`src/rtl/reset_seq_pkg.sv`:
```
// Shared definitions for the power-on / warm reset sequencer: state encoding,
// timedelay tap indices and the default tap-wait timeout.
package reset_seq_pkg;

  typedef enum logic [2:0] {
    StOff,
    StRamp,
    StClkOn,
    StPeriph,
    StCpu,
    StRun,
    StDrain,
    StFault
  } seq_state_e;

  // Bit positions within td_t = {t125, t100, t75, t50, t25, t5}
  localparam int unsigned T5   = 0;
  localparam int unsigned T25  = 1;
  localparam int unsigned T50  = 2;
  localparam int unsigned T75  = 3;
  localparam int unsigned T100 = 4;
  localparam int unsigned T125 = 5;

  localparam int unsigned NumTaps        = 6;
  localparam int unsigned DefaultTimeout = 64;

endpackage

```
`src/rtl/reset_sequencer.sv`:
```
// Reset sequencer driving an external tapped timedelay: ramps clock enable, peripheral
// and CPU resets off in order on tap edges, with warm reset, brown-out and timeout fault.
module reset_sequencer
  import reset_seq_pkg::*;
#(
  parameter int unsigned TIMEOUT = DefaultTimeout
) (
  input  logic               clk,
  input  logic               rst,
  input  logic               pwr_good,
  input  logic               sw_reset_req,
  input  logic [NumTaps-1:0] td_t,
  output logic               td_in,
  output logic               clk_en,
  output logic               periph_reset,
  output logic               cpu_reset,
  output logic               ready,
  output logic               fault,
  output logic [7:0]         seq_count
);

  localparam int unsigned CntW = $clog2(TIMEOUT + 1);
  // Fault fires on the edge where the counter would otherwise reach TIMEOUT
  localparam logic [CntW-1:0] CntLast = CntW'(TIMEOUT - 1);

  seq_state_e      state;
  logic [CntW-1:0] wait_cnt;
  logic            advance;

  // Tap condition that releases the current wait state
  always_comb begin
    advance = 1'b0;
    case (state)
      StRamp:   advance = td_t[T25];
      StClkOn:  advance = td_t[T50];
      StPeriph: advance = td_t[T100];
      StCpu:    advance = td_t[T125];
      StDrain:  advance = (td_t == '0);
      default:  advance = 1'b0;
    endcase
  end

  always_ff @(posedge clk or negedge rst) begin
    if (!rst) begin
      state        <= StOff;
      td_in        <= 1'b0;
      clk_en       <= 1'b0;
      periph_reset <= 1'b1;
      cpu_reset    <= 1'b1;
      ready        <= 1'b0;
      fault        <= 1'b0;
      seq_count    <= 8'd0;
      wait_cnt     <= '0;
    end else if (!pwr_good) begin
      // Brown-out wins over everything, and is also the only exit from FAULT
      state        <= StOff;
      td_in        <= 1'b0;
      clk_en       <= 1'b0;
      periph_reset <= 1'b1;
      cpu_reset    <= 1'b1;
      ready        <= 1'b0;
      fault        <= 1'b0;
      wait_cnt     <= '0;
    end else begin
      unique case (state)
        StOff: begin
          if (td_t == '0) begin
            state    <= StRamp;
            td_in    <= 1'b1;
            wait_cnt <= '0;
          end
        end
        StRamp, StClkOn, StPeriph, StCpu, StDrain: begin
          if (advance) begin
            wait_cnt <= '0;
            case (state)
              StRamp: begin
                state  <= StClkOn;
                clk_en <= 1'b1;
              end
              StClkOn: begin
                state        <= StPeriph;
                periph_reset <= 1'b0;
              end
              StPeriph: begin
                state     <= StCpu;
                cpu_reset <= 1'b0;
              end
              StCpu: begin
                state <= StRun;
                ready <= 1'b1;
                td_in <= 1'b0;
                if (seq_count != 8'hff) seq_count <= seq_count + 8'd1;
              end
              StDrain: begin
                state <= StRamp;
                td_in <= 1'b1;
              end
              default: ;
            endcase
          end else if (wait_cnt == CntLast) begin
            state        <= StFault;
            fault        <= 1'b1;
            td_in        <= 1'b0;
            clk_en       <= 1'b0;
            periph_reset <= 1'b1;
            cpu_reset    <= 1'b1;
            ready        <= 1'b0;
            wait_cnt     <= '0;
          end else begin
            wait_cnt <= wait_cnt + CntW'(1);
          end
        end
        StRun: begin
          // clk_en is left running through the warm reset
          if (sw_reset_req) begin
            state        <= StDrain;
            cpu_reset    <= 1'b1;
            periph_reset <= 1'b1;
            ready        <= 1'b0;
            td_in        <= 1'b0;
            wait_cnt     <= '0;
          end
        end
        StFault: ;
      endcase
    end
  end

endmodule

```
`config.mk`:
```
export PLATFORM = sky130hd
export DESIGN_NAME = reset_sequencer
export DESIGN_NICKNAME = d
export VERILOG_FILES = /design/src/rtl/reset_seq_pkg.sv /design/src/rtl/reset_sequencer.sv
export SDC_FILE = /design/constraint.sdc
export NUM_CORES = 1
export LEC_CHECK = 0
export BUFFER_PORTS_ARGS = -buffer_cell sky130_fd_sc_hd__buf_2
export CORE_MARGIN = 3
export CORE_UTILIZATION = 49
export DETAILED_ROUTE_END_ITERATION = 8
export PLACE_DENSITY = 0.84
export SYNTH_ARGS = -nofsm -noshare
export SYNTH_HDL_FRONTEND = slang
export SYNTH_SLANG_ARGS = --single-unit
```
`constraint.sdc`:
```
create_clock -name clk -period 2.17 [get_ports clk]
set_clock_uncertainty 0.15 [all_clocks]
set_input_delay 0.1085 -clock clk [delete_from_list [all_inputs] [get_ports clk]]
set_output_delay 0.1085 -clock clk [all_outputs]
set_load 0.01 [all_outputs]
```
# [After elaboration in Yosys (flattened, before gate mapping)]
# Index checks and enable logic that the tools add are counted.
[word_totals] reg_bits=24 inputBits=10 word_cells=88
[op_classes] add_sub_neg=2 n_eq_ne=23 n_mux=42 n_reduce_logical=12
[ops] cell="2-to-1 mux 7 bit" n=5
[ops] cell="2-to-1 mux 1 bit" n=23
[ops] cell="one-hot mux 7 bit (3 select lines)" n=1
[ops] cell="inequality test 4 bit (second input constant)" n=4
[ops] cell="inequality test 8 bit (second input constant)" n=2
[ops] cell="2-to-1 mux 3 bit" n=5
[ops] cell="one-hot mux 3 bit (5 select lines)" n=1
[ops] cell="AND reduction 5 bit" n=3
[ops] cell="AND reduction 4 bit" n=3
[ops] cell="== test 3 bit (second input constant)" n=3
[ops] cell="one-hot mux 3 bit (3 select lines)" n=1
[ops] cell="AND reduction 3 bit" n=3
[ops] cell="adder 8 x 1 -> 8 bit (second input constant)" n=1
[ops] cell="one-hot mux 1 bit (2 select lines)" n=4
[ops] cell="adder 7 x 1 -> 7 bit (second input constant)" n=1
[ops] cell="== test 7 x 6 -> 1 bit (second input constant)" n=1
[ops] cell="== test 3 x 2 -> 1 bit (second input constant)" n=2
[ops] cell="zero test 6 bit" n=1
[ops] cell="inequality test 3 x 1 -> 1 bit (second input constant)" n=2
[ops] cell="inequality test 3 bit (second input constant)" n=2
[ops] cell="inequality test 5 bit (second input constant)" n=1
[ops] cell="one-hot mux 1 bit (5 select lines)" n=1
[ops] cell="OR reduction 5 bit" n=1
[ops] cell="inequality test 2 x 1 -> 1 bit (second input constant)" n=2
[ops] cell="other kinds (6)" n=6

# [Depth between registers and ports, before layout]
[logic_depth] depth_word=5 ltp_mapped=8 depth_no_buf=6

# [Worst setup path before layout]
# Ideal clock, no wire load.
[synth_path] kind="register -> register" start="register state[1]" end="register td_in" setup_time_ns=0.125 t_arrival_ns=1.807 t_required_ns=1.895 slack_ns=0.088 stages_incl_launch_ff=9 n_path_buf=2 synth_period_minus_slack_ns=2.082 cell_sequence="dfrtp_1 buf_6 inv_1 nor3_1 a221o_1 buf_6 o21bai_4 nand2b_4 mux2_4"
[synth_between] elab_chain_cells=5 word_cells_on_any_way=19 classes_between="eq/ne (11); mux (5); reduce/logical (3)"
[synth_rtl] item="start, declared" line="reset_sequencer.sv:26" text="seq_state_e state;"
[synth_rtl] item="start signal, assigned" line="reset_sequencer.sv:45" text="state <= StOff;"
[synth_rtl] item="start signal, assigned" line="reset_sequencer.sv:56" text="state <= StOff;"
[synth_rtl] item="start signal, assigned" line="reset_sequencer.sv:68" text="state <= StRamp;"
[synth_rtl] item="== test 3 bit, or another cell as far along" line="reset_sequencer.sv:33, reset_sequencer.sv:65, reset_sequencer.sv:76"
[synth_rtl] item="one-hot mux 1 bit (5 select lines) or one-hot mux 1 bit (2 select lines) (tied branches)" line="reset_sequencer.sv:33, reset_sequencer.sv:76"
[synth_rtl] item="2-to-1 mux 1 bit" line="reset_sequencer.sv:74" text="if (advance) begin"
[synth_rtl] item="one-hot mux 1 bit (3 select lines)" line="reset_sequencer.sv:65" text="unique case (state)"
[synth_rtl] item="2-to-1 mux 1 bit" line="reset_sequencer.sv:54" text="end else if (!pwr_good) begin"
[synth_rtl] item="end signal, assigned" line="reset_sequencer.sv:46" text="td_in <= 1'b0;"
[synth_rtl] item="end signal, assigned" line="reset_sequencer.sv:57" text="td_in <= 1'b0;"
[synth_rtl] item="end signal, assigned" line="reset_sequencer.sv:69" text="td_in <= 1'b1;"
[synth_rtl] item="end, declared" line="reset_sequencer.sv:13" text="output logic td_in,"
# Several ways; a longest one is shown, not always the timed one.
# A chain may end at the register's enable or synchronous reset.

# [Worst setup path after layout]
[layout_path] start="register state[0]" end="register td_in"
# Same word-level chain as after synthesis.

==> metrics.csv <==
metric,value,unit
syn avg cell area,9.40,µm²
antenna cells,0,
routed vias/inst,6.09,
relative slew slack,63.9,%
Seq cells post-synth,24,
Sw Share,41.6,%
Total Nets Final,201,
number of I/O pins,24,
core region area,2590,µm²
Starting Density,54.1,%
Worst path depth,6,
Sink Count,24,
worst-case clock buffer depth,2,
drt initial violations,109,
DRC viols,0,
mux contribution to synthesized area,1.88,%
WL final,3.55,mm
detailed placement HPWL,2.48,mm
fin crit share,99.7,%
Finished Layout Cells,218,
Final TNS setup,0,ps
Yosys top cell by area,dfrtp_1,
share of layout cells above drive strength 1,34.6,%
Compound-Gate Fraction of Synth Area,19.3,%
r2r setup slk,7,ps
CP startpoint kind,flip-flop,
Sw Pwr,0.000815,W
Seq pwr share,34.3,%
Top delay family on crit path,compound AO/OA/AOI/OAI gates,
"Async S/R FF share, synth",100,%
Synth Area in Simple Gates,24.1,%
"Reg clk slew, reported paths",150,ps
power per cell area,1130,nW/µm²
max-cap violations,0,
largest family of logic cells by synthesized area,simple AND/OR/NAND/NOR gates,
Avg WL per Cell,16.3,µm
initial antenna violation count,0,
Total Power,0.00196,W
port bufs,23,
"slowest stage delay, CP",470,ps
Yosys top cell area share,39.3,%
peak supply drop,646,µV
final hold vios,0,
post-synthesis cell area,1400,µm²
Least-Margin Pin Slew,541,ps
vias in the first global route,1356,
sequential element share of the synthesized area,43.0,%
r2r worst-path depth,6,
H-tree levels,1,
synthesis warning total,0,
DP Cell Count,208,
Critical Path Fanout Max,8,
Setup-failing EPs final,0,
Clock power frac,12.7,%
Mapped Nets,161,
drt pass-1 iters,4,
Post-synth EDFFs,0,
crit path DAT,2230,ps
Synth Area in Adders,1.79,%
status,finished clean,
worst r2r src,state[0],
Die Wd,59.5,µm
Int Pwr,0.00115,W
clk_lat worst skew,330,ps
Buf/Inv on CP,0,
top area cells in the synthesized netlist,"dfrtp_1 39%, nor2_1 4.8%, dfstp_2 3.8%",
synthesized instance count,149,
fillers,205,
fin. max-slew vios,0,
crit path to,td_in,
ys flop type,dfrtp_1,
Critical Path Start,state[0],
Vias,1328,
crit-path cells,"nor4bb_4, a31o_1, a221o_2, o21bai_4, nand2b_4, mux2_4",
Layout area overhead,24.1,%
reg2reg end,td_in,
RSZ-0062 raised after global routing,true,
pin count of the biggest net entering global routing,25,
fin util,67.1,%
Unique masters post-synth,45,
Placer Congestion,0.932,
global-route wire length before repair,5.83,mm
critical path class,reg2reg,
num rows,18,
Gate power share,53.0,%
Period minus WS final,2160,ps
antenna-violating nets left,0,
Chip Height,59.5,µm
Root Buffer,clkbuf_4,
grt ovf,0,
CTS buffer count,3,
Post-Synth XOR/XNOR Area,4.38,%
Crit-path slowest cell,dfrtp_2,
gr usage total,21.5,%
Lkg Pwr,0.826,nW
CP Data Required Time,2240,ps
Die Footprint,3540,µm²
Fmax,462,MHz
CTS tree,done,
min-delay worst type,in2async,
CP endpoint kind,flip-flop,
routing by layer:
metal	track usage [%]	routed length, µm
met1	27.0	1520
met2	34.6	1670
met3	4.14	229
met4	11.7	126
met5	0	0
power groups by stage:
stage | combinational [W] | clock (W) | sequential, W
4_1_cts | 0.000966 | 0.000248 | 0.000655
2_1_floorplan | 0.000654 | 0 | 0.000652
3_5_place_dp | 0.000927 | 0 | 0.000660
3_3_place_gp | 0.000895 | 0 | 0.000647
5_1_grt | 0.00116 | 0.000267 | 0.000683
6_report | 0.00104 | 0.000250 | 0.000672
sequential cells by signal, indices dropped and copies added (netlist names):
| name | count |
|---|---|
| cpu_reset | 1 |
| clk_en | 1 |
| wait_cnt | 7 |
| td_in | 1 |
| state | 3 |
| fault | 1 |
| periph_reset | 1 |
| seq_count | 8 |
| ready | 1 |
logic make-up (layout without fill, tap and decap cells):
| logic type | count (synthesis) | after routing |
|---|---|---|
| buffers and inverters | 14 | 53 |
| XOR/XNOR | 7 | 7 |
| flip-flops | 24 | 24 |
| multiplexers | 2 | 2 |
| adder cells (fa/ha/maj) | 2 | 2 |
| AO/OA/AOI/OAI | 37 | 37 |
| AND/OR/NAND/NOR | 63 | 63 |
worst reg2reg max path, cell delays in order (launching register included):
cell and delay, ps:
dfrtp_2 470, nor4bb_4 170, a31o_1 200, a221o_2 420
o21bai_4 180, nand2b_4 150, mux2_4 300
cell type report:
type | count | area, µm² | share of cell area [%]
sequential | 24 | 607 | 34.9
inverter | 8 | 30.0 | 1.73
tap | 30 | 37.5 | 2.16
timing repair buffer | 41 | 255 | 14.7
clock buffer | 4 | 36.3 | 2.09
multi-input combinational | 111 | 773 | 44.5
layout by cell type (no fill, tap or decap), types with 2 or more instances in the layout:
cell type / count
a21o_1: 3
a21oi_1: 8
a31oi_1: 2
and3_1: 3
buf_2: 23
buf_4: 16
clkbuf_4: 3
dfrtp_1: 19
dfrtp_2: 3
dfstp_2: 2
dlygate4sd3_1: 2
ha_1: 2
inv_1: 7
nand2_1: 12
nand3_1: 7
nor2_1: 18
nor2b_1: 2
nor3_1: 7
nor3_2: 3
o21ai_0: 10
xnor2_1: 3
xor2_1: 4
worst min-delay path by stage:
stage / to / cells past startpoint
floorplan: clk_en / 0
global placement: wait_cnt[1] / 1
detailed placement: seq_count[0] / 1
CTS: clk_en / 4
global route: clk_en / 4
finish: state[2] / 2
Yosys cell counts (2+ instances only):
master	count
a21o_1	3
nor3_1	10
xnor2_1	3
inv_1	8
a21oi_1	8
nor2_1	18
buf_6	3
buf_2	2
xor2_1	4
nand2_1	12
ha_1	2
a31oi_1	2
nand3_1	7
dfrtp_1	22
dfstp_2	2
o21ai_0	10
nor2b_1	2
and3_1	4
through the flow:
stage / worst slack [ps] / area, µm² / hold slack (ps)
detailed placement: -98.0 / 1600 / -21.1
global placement: -26.6 / 1600 / -35.8
global route: -55.6 / 1740 / 140
CTS: 0.0617 / 1680 / 136
floorplan: 88.2 / 1400 / -337
finish: 6.72 / 1740 / 124
what timing repair did:
action / CTS / global route
endpoints found under the setup margin: 17 / 12
hold endpoints to repair: 27 / 0
pin swaps: 1 / 1
setup buffers: 3 / 1
hold buffers: 2 / 0
gates resized for setup: 2 / 11
Power figures use the tool's default switching activity.
